--- config.mk ---
export PLATFORM = sky130hd
export DESIGN_NAME = wr_control
export DESIGN_NICKNAME = d
export VERILOG_FILES = /design/src/rtl/wr_control.sv
export SDC_FILE = /design/constraint.sdc
export NUM_CORES = 1
export LEC_CHECK = 0
export BUFFER_PORTS_ARGS = -buffer_cell sky130_fd_sc_hd__buf_4
export CAP_MARGIN = 10
export CORE_MARGIN = 3
export CORE_UTILIZATION = 51
export CTS_BUF_LIST = sky130_fd_sc_hd__clkbuf_16
export DETAILED_ROUTE_END_ITERATION = 8
export GPL_ROUTABILITY_DRIVEN = 0
export PLACE_DENSITY = 0.74
export SYNTH_ARGS = -nofsm -noshare
export SYNTH_HDL_FRONTEND = slang
export SYNTH_SLANG_ARGS = --single-unit
--- constraint.sdc ---
create_clock -name clk -period 9 [get_ports clk]
set_input_delay 0.9 -clock clk [delete_from_list [all_inputs] [get_ports clk]]
set_output_delay 0.9 -clock clk [all_outputs]
set_load 0.01 [all_outputs]
--- src/rtl/wr_control.sv ---
// wr_control: write-side controller for the systolic-array output path.
// A start request launches a run of 2N-1 cycles. Column i writes during
// run cycles k = i .. i+N-1 at row base + (k - i). This de-skews the
// diagonal result wavefront so that every bank receives its N results at
// consecutive rows starting from the latched base address.
// All outputs are registered. They are computed from the next-state
// values, so they line up with the run cycle they describe.
// state_dbg exposes the FSM state (1 = RUN) for observation.
module wr_control #(
  parameter int width_height = 16,
  parameter int addr_width   = 8
) (
  input  logic                               clk,
  input  logic                               reset,
  input  logic                               active,
  input  logic [addr_width-1:0]              base_addr,
  output logic [width_height-1:0]            wr_en,
  output logic [width_height*addr_width-1:0] wr_addr,
  output logic                               busy,
  output logic                               done,
  output logic                               state_dbg
);

  localparam int N  = width_height;
  localparam int AW = addr_width;
  localparam int KW = $clog2(2 * N) + 1;
  localparam logic [KW-1:0] K_LAST = KW'(2 * N - 2);

  typedef enum logic {
    S_IDLE = 1'b0,
    S_RUN  = 1'b1
  } state_t;

  state_t            state_q, state_d;
  logic [KW-1:0]     k_q, k_d;
  logic [AW-1:0]     base_q, base_d;

  logic [N-1:0]      wr_en_d;
  logic [N*AW-1:0]   wr_addr_d;
  logic              busy_d;
  logic              done_d;
  logic [KW-1:0]     rel;

  // Next run state: start, advance, back-to-back restart or return to idle.
  always_comb begin
    state_d = state_q;
    k_d     = k_q;
    base_d  = base_q;
    if (reset) begin
      state_d = S_IDLE;
      k_d     = '0;
      base_d  = '0;
    end else begin
      case (state_q)
        S_IDLE: begin
          if (active) begin
            state_d = S_RUN;
            k_d     = '0;
            base_d  = base_addr;
          end
        end
        S_RUN: begin
          if (k_q == K_LAST) begin
            k_d = '0;
            if (active) begin
              // Restart with no idle gap.
              state_d = S_RUN;
              base_d  = base_addr;
            end else begin
              state_d = S_IDLE;
            end
          end else begin
            // A start request in mid-run is ignored.
            k_d = k_q + KW'(1);
          end
        end
        default: begin
          state_d = S_IDLE;
          k_d     = '0;
        end
      endcase
    end
  end

  // Output values for the upcoming cycle, derived from the next run state.
  always_comb begin
    wr_en_d   = '0;
    wr_addr_d = '0;
    rel       = '0;
    busy_d    = (state_d == S_RUN);
    done_d    = (state_d == S_RUN) && (k_d == K_LAST);
    for (int i = 0; i < N; i++) begin
      // rel = k - i. If k < i it wraps to a value far above N, so one
      // unsigned compare covers both edges of the column's window.
      rel = k_d - KW'(i);
      if ((state_d == S_RUN) && (rel < KW'(N))) begin
        wr_en_d[i]             = 1'b1;
        wr_addr_d[i*AW +: AW]  = base_d + AW'(rel);
      end
    end
  end

  // Register the run state and every output.
  always_ff @(posedge clk) begin
    state_q <= state_d;
    k_q     <= k_d;
    base_q  <= base_d;
    wr_en   <= wr_en_d;
    wr_addr <= wr_addr_d;
    busy    <= busy_d;
    done    <= done_d;
  end

  assign state_dbg = (state_q == S_RUN);

endmodule

==> results of run 1 <==
stage by stage:
step                      utilization  hold slack [ns]  instance area, um2
after global routing           0.6519           0.5356               10470
after CTS                      0.6519           0.5000               10470
after global placement         0.6110           0.4875                9811
final                          0.6519           0.5009               10470
after detailed placement       0.6110           0.4915                9811
after floorplan                     -           0.4686                8462
final cells by class:
type / count / area share
Inverter: 71 / 0.02546
Tap cell: 216 / 0.02582
Sequential cell: 160 / 0.3060
Timing Repair Buffer: 163 / 0.1169
Clock inverter: 15 / 0.02211
Clock buffer: 17 / 0.04064
Multi-Input combinational cell: 676 / 0.4631
routing by layer:
layer,vias up,routed length [um],GRT usage
met5,-,0,0
met2,301,10020,0.3869
met1,3318,9699,0.3236
met4,0,695,0.08993
li1,3559,-,-
met3,53,1546,0.05216
critical path: stages, from the launching register on:
cell,delay (ns)
dfxtp_1,0.45
inv_1,0.08
ha_1,0.25
and3b_1,0.23
a2111o_1,0.46
nand2_1,0.41
clkinv_1,0.46
ha_1,0.38
nand2_1,0.19
nor2_1,0.07
a211oi_1,0.31
xor2_1,0.64
ha_1,0.35
a2111oi_0,0.09
nor4_1,0.34
xor2_1,0.19
nor4_1,0.06
power groups by stage:
stage / sequential [mW] / combinational, mW / clock [mW]
global route: 0.717 / 0.248 / 0.838
finish: 0.717 / 0.225 / 0.794
floorplan: 0.732 / 0.168 / 0
CTS: 0.717 / 0.223 / 0.806
detailed placement: 0.733 / 0.221 / 0
global placement: 0.732 / 0.219 / 0
cells in the final DEF (no fill, tap or decap), drive strengths merged, types with 3 or more instances in the layout:
cell     Yosys  layout
clkinv       2       8
buf         16     163
o21bai      13      13
nand3       11      11
and3         8       8
dfxtp      160     160
nor2b        5       5
o21a        18      18
mux2i        3       3
o21ai       24      24
o211ai       5       5
a2111oi     11      11
inv         69      72
o211a        4       4
ha          80      80
xor2        31      31
nor2       115     115
nor3b        3       3
nor3        42      42
a21oi       62      62
xnor2       80      80
a211oi       8       8
bufinv       0       5
or2          6       6
a32oi        6       6
clkbuf      15      17
nand2b       8       8
o31ai        4       4
nor4        23      23
or3          8       8
and2         5       5
nand2       33      33
a21o        23      23
fa           4       4
sequential cells by signal (all words and copies together), names as in the netlist:
name and count:
base_q 8, done 1, k_q 6, state_dbg 1
wr_addr 128, wr_en 16
cell families (layout without fill, tap and decap cells):
group | Yosys count | in the layout | share of synthesized area
AO/OA/AOI/OAI | 199 | 199 | 0.1632
buffers and inverters | 102 | 266 | 0.04983
adder cells (fa/ha/maj) | 84 | 84 | 0.1278
multiplexers | 3 | 3 | 0.003549
XOR/XNOR | 111 | 111 | 0.1149
flip-flops | 160 | 160 | 0.3785
AND/OR/NAND/NOR | 279 | 279 | 0.1622
worst max path at each step:
stage,to,cells after the start,slack [ns],start
3_3_place_gp,wr_addr[31],15,4.06,reset
2_1_floorplan,wr_addr[31],14,4.71,reset
4_1_cts,wr_addr[31],16,3.94,k_q[0]
6_report,wr_addr[31],16,3.89,k_q[0]
3_5_place_dp,wr_addr[31],15,3.86,reset
5_1_grt,wr_addr[31],16,3.47,k_q[0]
==> impl_metrics.env, run 1 <==
export IMPL_slew_headroom=0.2889
export IMPL_timing_setup_tns_ns=0
export IMPL_yosys_top_cells_count="dfxtp_1, nor2_1, ha_1, xnor2_1, inv_1"
export IMPL_grt_pass1_wl_um=35020
export IMPL_fin_crit_ns=5.108
export IMPL_worst_pin_slew_ns=1.067
export IMPL_synth_area_um2=8462
export IMPL_p_sw_frac=0.2509
export IMPL_cts_root_buf="clkbuf_16"
export IMPL_setup_viol=0
export IMPL_seq_area_frac_synth=0.3785
export IMPL_antenna_found_initial=0
export IMPL_p_sw_mw=0.4354
export IMPL_crit_fanout=13
export IMPL_yosys_warnings=0
export IMPL_async_flop_share=0
export IMPL_synthCells=938
export IMPL_critPathKind="flip-flop to flip-flop"
export IMPL_ant_nets=0
export IMPL_place_inst=1286
export IMPL_yosys_cell_count_top_type="dfxtp_1"
export IMPL_power_internal_mw=1.300
export IMPL_cts_htree_levels=4
export IMPL_fillCellCount=1352
export IMPL_tritoncts="yes"
export IMPL_reg2reg_depth=16
export IMPL_grt_ovfl_total=0
export IMPL_final_setup_worst_slack_ns=3.892
export IMPL_area_growth_syn_to_layout_pct=23.70
export IMPL_maxCapViolations=0
export IMPL_dr_pass1_iters=5
export IMPL_place_ws_ns=3.856
export IMPL_pwr_share_comb=0.129
export IMPL_synth_ff_type="dfxtp_1"
export IMPL_clk_latency_ns=0.43
export IMPL_numCtsBuffers=17
export IMPL_grt_setup_unrepaired="no"
export IMPL_drt_iter0_drc=591
export IMPL_fin_cells=1318
export IMPL_p_total_mw=1.735
export IMPL_hold_violations=0
export IMPL_synth_top_area_share=0.3785
export IMPL_synth_cell_types=70
export IMPL_cts_setup_buffers=0
export IMPL_grt_pass1_vias=6797
export IMPL_p_leak_nw=4.873
export IMPL_timing_final_max_slew_violations=0
export IMPL_vias=7231
export IMPL_synth_seq_cells=160
export IMPL_die_area_um2=18170
export IMPL_startpoint_type="flip-flop"
export IMPL_multiInputGateArea_um2=4847
export IMPL_wl_per_cell_um=16.66
export IMPL_synth_top_area_cell="dfxtp_1"
export IMPL_place_hpwl_um=15820
export IMPL_p_clk_frac=0.458
export IMPL_irDropWorstVdd_v=0.0001235
export IMPL_synth_area_leaders="dfxtp_1, ha_1, xnor2_1"
export IMPL_min_to="base_q[0]"
export IMPL_hold_buffers=0
export IMPL_syn_nets=1033
export IMPL_r2r_start="k_q[0]"
export IMPL_diodes=0
export IMPL_outcome="finished clean"
export IMPL_die_h_um=134.8
export IMPL_clock_skew_ns=0.007099
export IMPL_io_buffer_count=157
export IMPL_synth_avg_cell_area_um2=9.021
export IMPL_fmaxAchievable_mhz=195.8
export IMPL_power_density_nw_per_um2=165.8
export IMPL_std_cell_rows=46
export IMPL_critical_path_arrival_ns=5.39
export IMPL_holdPathStages=2
export IMPL_drc=0
export IMPL_hold_path_class="flip-flop to flip-flop"
export IMPL_nNetsFinal=1184
export IMPL_clock_sinks=160
export IMPL_clockBufferDepth=2
export IMPL_rrSetupSlack_ns=3.89
export IMPL_initial_core_util=0.5270
export IMPL_synth_edf_count=0
export IMPL_crit_required_ns=9.28
export IMPL_die_w_um=134.8
export IMPL_cp_end_kind="flip-flop"
export IMPL_clkSlewWorstSetupHoldPaths_ns=0.06
export IMPL_layout_drive_gt1_share=0.1978
export IMPL_routed_wirelength_um=21960
export IMPL_cts_resized=0
export IMPL_via_per_inst=5.486
export IMPL_regArea_um2=3203
export IMPL_period_share=0.5675
export IMPL_grt_usage=0.2423
export IMPL_p_seq_frac=0.413
export IMPL_hold_start="base_q[0]"
export IMPL_core_region_area_um2=16060
export IMPL_num_io_pins=158
export IMPL_r2r_end="wr_addr[31]"
export IMPL_grt_max_degree=29
No activity file was read; power rests on OpenSTA's default activity.
==> run 2: changes to the inputs <==
--- a/config.mk
+++ b/config.mk
@@ -5,6 +5,7 @@
 export SDC_FILE = /design/constraint.sdc
 export NUM_CORES = 1
 export LEC_CHECK = 0
+export ABC_AREA = 1
 export BUFFER_PORTS_ARGS = -buffer_cell sky130_fd_sc_hd__buf_4
 export CAP_MARGIN = 10
 export CORE_MARGIN = 3
==> constraint.sdc (replaced) <==
create_clock -name clk -period 4.7 [get_ports clk]
set_input_delay 0.47 -clock clk [delete_from_list [all_inputs] [get_ports clk]]
set_output_delay 0.47 -clock clk [all_outputs]
set_load 0.01 [all_outputs]
==> run 2 against run 1 <==
  * Register-to-register slack got worse by 3.4 ns
  * Sequential cell count unchanged
  * Area after synthesis is 5.9% higher
  * Sequential power is 91% higher
  * Global-route usage fell by 1.1 points
  * Synthesized cell count increased by 27%
  * First-iteration DRC count rose by 11%
  * Routed wire length up 3.4%
  * Combinational power rose to 2.9 times the previous value
  * Critical path depth increased by 4
  * Worst setup slack lost 3.4 ns
  * Die area is 5.6% higher
==> impl_metrics.env, run 2 <==
export IMPL_clock_sinks=160
export IMPL_std_cell_rows=47
export IMPL_die_w_um=138.5
export IMPL_grt_setup_unrepaired="no"
export IMPL_area_growth_syn_to_layout_pct=22.08
export IMPL_irDropWorstVdd_v=0.0002703
export IMPL_async_flop_share=0
export IMPL_post_route_util=0.6479
export IMPL_place_hpwl_um=16730
export IMPL_synth_cell_types=39
export IMPL_die_h_um=138.5
export IMPL_grt_pass1_vias=7319
export IMPL_vias=7997
export IMPL_critical_path_arrival_ns=4.57
export IMPL_worst_pin_slew_ns=1.122
export IMPL_clkSlewWorstSetupHoldPaths_ns=0.07
export IMPL_hold_violations=0
export IMPL_period_share=0.8966
export IMPL_synth_top_area_share=0.3576
export IMPL_power_density_nw_per_um2=312.0
export IMPL_largest_reg_flops=128
export IMPL_p_total_mw=3.412
export IMPL_initial_core_util=0.5307
export IMPL_clock_skew_ns=0.01775
export IMPL_synth_area_um2=8957
export IMPL_cts_resized=0
export IMPL_crit_fanout=18
export IMPL_cp_end_kind="flip-flop"
export IMPL_seq_area_frac_synth=0.3576
export IMPL_setup_viol=0
export IMPL_drt_iter0_drc=656
export IMPL_final_cell_mix="nand2_1, buf_4, inv_1"
export IMPL_routed_wirelength_um=22710
export IMPL_outcome="finished clean"
export IMPL_clockBufferDepth=2
export IMPL_diodes=0
export IMPL_num_io_pins=158
export IMPL_dr_pass1_iters=5
export IMPL_hold_buffers=0
export IMPL_tritoncts="yes"
export IMPL_drc=0
export IMPL_slew_headroom=0.2515
export IMPL_die_area_um2=19190
export IMPL_synth_avg_cell_area_um2=7.540
export IMPL_cts_root_buf="clkbuf_16"
export IMPL_grt_max_degree=45
export IMPL_crit_required_ns=5.06
export IMPL_synth_edf_count=0
export IMPL_fmaxAchievable_mhz=237.3
export IMPL_synthCells=1188
export IMPL_io_buffer_count=157
export IMPL_critPathKind="flip-flop to flip-flop"
export IMPL_hold_path_class="primary input to flip-flop"
export IMPL_final_common_cell="nand2_1"
export IMPL_p_leak_nw=5.655
export IMPL_core_region_area_um2=16880
export IMPL_cts_setup_buffers=0
export IMPL_via_per_inst=5.052
export IMPL_clk_latency_ns=0.43
export IMPL_grt_pass1_wl_um=36740
export IMPL_yosys_cell_count_top_type="nand2_1"
export IMPL_wl_per_cell_um=14.34
export IMPL_timing_setup_tns_ns=0
export IMPL_synth_ff_type="dfxtp_1"
export IMPL_synth_top_area_cell="dfxtp_1"
export IMPL_syn_nets=1283
export IMPL_synth_seq_cells=160
export IMPL_top_register="wr_addr"
export IMPL_antenna_found_initial=0
export IMPL_ant_nets=0
export IMPL_reg_top3="wr_addr (128), wr_en (16), base_q (8)"
export IMPL_cts_htree_levels=4
export IMPL_yosys_warnings=0
export IMPL_grt_ovfl_total=0
export IMPL_yosys_top_cells_count="nand2_1, inv_1, nor2_1, dfxtp_1, ha_1"
export IMPL_nNetsFinal=1445
export IMPL_fin_crit_ns=4.214
export IMPL_timing_final_max_slew_violations=0
export IMPL_layout_drive_gt1_share=0.1900
export IMPL_whs_ns=0.3570
export IMPL_startpoint_type="flip-flop"
export IMPL_grt_usage=0.2313
export IMPL_maxCapViolations=0
export IMPL_synth_area_leaders="dfxtp_1, ha_1, nand2_1"
export IMPL_numCtsBuffers=17
run 2: logic make-up after synthesis:
| family | count (synthesis) | synth area share |
|---|---|---|
| compound gates | 146 | 0.09177 |
| xor+xnor | 76 | 0.07431 |
| fa+ha+maj | 84 | 0.1207 |
| buf+inv | 196 | 0.08926 |
| flops | 160 | 0.3576 |
| simple gates | 526 | 0.2664 |
run 2: layer usage:
layer  wire length (um)  track usage  vias up
met5                  0            0        -
met4                297      0.06032        0
met3               1396      0.04903       18
met2              10660       0.3821      240
met1              10350       0.3093     3640
li1                   -            -     4099
run 2: layout make-up:
class	instances	area (um2)
flip-flops and latches	160	3203
clock buffers	17	425.4
inverters	170	638.1
repair buffers	169	1269
clock inverters	15	170.2
fillers	1536	5942
well taps	220	275.3
multi-input cells	832	4955
run 2: final timing paths:
| path | startpoint | end | slack [ns] | cells after the start |
|---|---|---|---|---|
| worst min register to register | base_q[0] | base_q[0] | 0.52 | 2 |
| worst max register to register | k_q[2] | wr_addr[14] | 0.49 | 20 |
| worst min-delay path | reset | k_q[5] | 0.36 | 2 |
| worst max-delay path | k_q[2] | wr_addr[14] | 0.49 | 20 |
run 2: critical path: stages (launching register included):
cell and delay (ns):
dfxtp_1 0.52, nand2_1 0.13, nor2_1 0.11, nand2_1 0.10, nand3b_1 0.10, nand2_1 0.05, nand2_1 0.60, ha_1 0.48
inv_1 0.10, a21oi_1 0.36, o21ai_0 0.23, inv_1 0.09, nand2_1 0.05, nand2_1 0.11, inv_1 0.05, ha_1 0.35
a21oi_1 0.23, o211ai_1 0.14, xnor2_1 0.16, inv_1 0.08, nor2_1 0.10
run 2: through the flow:
stage / setup slack, ns / cells / cell area [um2]
6_report: 0.4862 / 1583 / 10940
5_1_grt: 0.1248 / 1583 / 10940
4_1_cts: 0.5529 / 1583 / 10940
3_5_place_dp: 0.6484 / 1551 / 10340
3_3_place_gp: 0.6966 / 1551 / 10340
2_1_floorplan: 1.450 / 1188 / 8957
run 2: power by group:
| part | internal, mW | switching [mW] | total, mW |
|---|---|---|---|
| Clock | 0.832 | 0.554 | 1.39 |
| Combinational | 0.243 | 0.409 | 0.652 |
| Sequential | 1.37 | 0.00570 | 1.37 |
| Total | 2.44 | 0.969 | 3.41 |
==> run 3: changes to the inputs <==
--- a/config.mk
+++ b/config.mk
@@ -9,11 +9,11 @@
 export BUFFER_PORTS_ARGS = -buffer_cell sky130_fd_sc_hd__buf_4
 export CAP_MARGIN = 10
 export CORE_MARGIN = 3
-export CORE_UTILIZATION = 51
+export CORE_UTILIZATION = 57
 export CTS_BUF_LIST = sky130_fd_sc_hd__clkbuf_16
 export DETAILED_ROUTE_END_ITERATION = 8
 export GPL_ROUTABILITY_DRIVEN = 0
-export PLACE_DENSITY = 0.74
+export PLACE_DENSITY = 0.81
 export SYNTH_ARGS = -nofsm -noshare
 export SYNTH_HDL_FRONTEND = slang
 export SYNTH_SLANG_ARGS = --single-unit
==> run 3 against run 2 <==
  * Sequential power about the same
  * Non-clock buffer count down 1
  * Critical path type unchanged
  * Die area down 10%
  * Critical path depth down 1
  * Largest cell class unchanged
  * Power down 1.9%
  * Design area down 0.42%
  * Sequential cell count unchanged
  * Global-route usage up 2.5 points
  * Sequential share of layout area up 0.12 points
  * First-iteration DRC count up 4.1%
  * Via count up 2.2%
==> impl_metrics.env, run 3 (synthesized netlist as in run 2, its figures left out) <==
export IMPL_outcome="finished clean"
export IMPL_final_setup_worst_slack_ns=0.6328
export IMPL_clockBufferDepth=2
export IMPL_final_common_cell="nand2_1"
export IMPL_ant_nets=0
export IMPL_cts_htree_levels=4
export IMPL_timing_setup_tns_ns=0
export IMPL_fin_crit_ns=4.067
export IMPL_drt_iter0_drc=683
export IMPL_drc=0
export IMPL_multiInputGateArea_um2=4955
export IMPL_worst_pin_slew_ns=1.105
export IMPL_p_leak_nw=5.637
export IMPL_place_area_um2=10320
export IMPL_hold_path_class="primary input to flip-flop"
export IMPL_clock_skew_ns=0.009184
export IMPL_cts_resized=0
export IMPL_grt_ovfl_total=0
export IMPL_io_buffer_count=157
export IMPL_startpoint_type="flip-flop"
export IMPL_timing_final_max_slew_violations=0
export IMPL_area_growth_syn_to_layout_pct=21.57
export IMPL_maxCapViolations=0
export IMPL_irDropWorstVdd_v=0.0002352
export IMPL_cts_root_buf="clkbuf_16"
export IMPL_initial_core_util=0.5849
export IMPL_crit_buf_inv=4
export IMPL_fillCellCount=1249
export IMPL_cp_end_kind="flip-flop"
export IMPL_critical_path_arrival_ns=4.44
export IMPL_die_area_um2=17260
export IMPL_place_hpwl_um=16440
export IMPL_power_density_nw_per_um2=307.3
export IMPL_diodes=0
export IMPL_p_seq_frac=0.411
export IMPL_whs_ns=0.3634
export IMPL_final_cell_mix="nand2_1, inv_1, buf_4"
export IMPL_regArea_um2=3203
export IMPL_die_w_um=131.4
export IMPL_clock_sinks=160
export IMPL_antenna_found_initial=0
export IMPL_via_per_inst=5.195
export IMPL_critPathKind="flip-flop to flip-flop"
export IMPL_worstPathCellList="nand2_1 -> nor2_2 -> nand3b_1 -> nand2_1 -> nand2_1 -> ha_1 -> inv_1 -> a21oi_1 -> o21ai_0 -> inv_1 -> nand2_1 -> nand2_1 -> inv_1 -> ha_1 -> nand4_1 -> o211ai_1 -> xnor2_1 -> inv_1 -> nor2_1"
export IMPL_hold_buffers=0
export IMPL_core_region_area_um2=15310
export IMPL_grt_setup_unrepaired="no"
export IMPL_grt_pass1_wl_um=36780
export IMPL_pwr_share_comb=0.193
export IMPL_grt_pass1_vias=7807
export IMPL_largest_reg_flops=128
export IMPL_reg_top3="wr_addr (128), wr_en (16), base_q (8)"
export IMPL_num_io_pins=158
export IMPL_setup_viol=0
export IMPL_p_clk_frac=0.397
export IMPL_tritoncts="yes"
export IMPL_critPathMaxStageDelay_ns=0.56
export IMPL_vias=8171
export IMPL_std_cell_rows=45
export IMPL_grt_usage=0.2566
export IMPL_top_register="wr_addr"
export IMPL_fmaxAchievable_mhz=245.9
export IMPL_cpMostUsedCell="nand2_1"
export IMPL_wl_per_cell_um=14.23
export IMPL_numCtsBuffers=17
export IMPL_crit_required_ns=5.07
export IMPL_clkSlewWorstSetupHoldPaths_ns=0.06
export IMPL_clk_latency_ns=0.43
export IMPL_p_total_mw=3.347
export IMPL_power_internal_mw=2.386
export IMPL_hold_violations=0
export IMPL_routed_wirelength_um=22380
export IMPL_p_sw_frac=0.2870
export IMPL_die_h_um=131.4
export IMPL_dr_pass1_iters=7
export IMPL_cts_setup_buffers=0
export IMPL_p_sw_mw=0.9604
export IMPL_period_share=0.8654
export IMPL_cpLargestDelayFamily="simple AND/OR/NAND/NOR gates"
export IMPL_grt_max_degree=45
export IMPL_crit_fanout=18
export IMPL_layout_drive_gt1_share=0.1894
export IMPL_stdcell_area_um2=10890
export IMPL_slew_headroom=0.2624
export IMPL_nNetsFinal=1444
export IMPL_cp_slowest_cell="nand2_1"
export IMPL_place_ws_ns=0.7640
==> run 3: cell types whose count changed in the layout (fill, tap and decap cells not counted), sizes merged <==
cell	before	now
clkinv	10	6
buf	169	168
inv	171	174
bufinv	3	2
clkinvlp	1	3
==> run 3: worst paths after layout <==
kind / from / end / slack, ns / cells after the start
worst max register to register: k_q[2] / wr_addr[14] / 0.63 / 19
worst min-delay path: reset / k_q[5] / 0.36 / 2
worst max-delay path: k_q[2] / wr_addr[14] / 0.63 / 19
worst min register to register: base_q[0] / base_q[0] / 0.55 / 2
==> run 3: metal layers <==
metal  global-route usage  wire length (um)  vias up
met1               0.3305              9726     3668
li1                     -                 -     4096
met5                    0                 0        -
met3              0.06011              1683       56
met4              0.08635               514        0
met2               0.4257             10460      351
==> run 3: cell type report <==
class,count,share of cell area
Clock buffer,17,0.03907
Multi-Input combinational cell,832,0.4550
Sequential cell,160,0.2942
Clock inverter,15,0.01310
Timing Repair Buffer,168,0.1158
Tap cell,211,0.02424
Inverter,170,0.05860
==> run 3: power by group through the flow <==
stage / clock, mW / sequential, mW / combinational [mW]
CTS: 1.34 / 1.37 / 0.638
detailed placement: 0 / 1.40 / 0.629
global route: 1.40 / 1.38 / 0.726
finish: 1.33 / 1.37 / 0.645
floorplan: 0 / 1.41 / 0.484
global placement: 0 / 1.40 / 0.620
==> run 3: per-stage QoR <==
step,util,instances
6_report,0.7110,1573
5_1_grt,0.7110,1573
4_1_cts,0.7110,1573
3_5_place_dp,0.6739,1541
3_3_place_gp,0.6739,1541
2_1_floorplan,-,1188
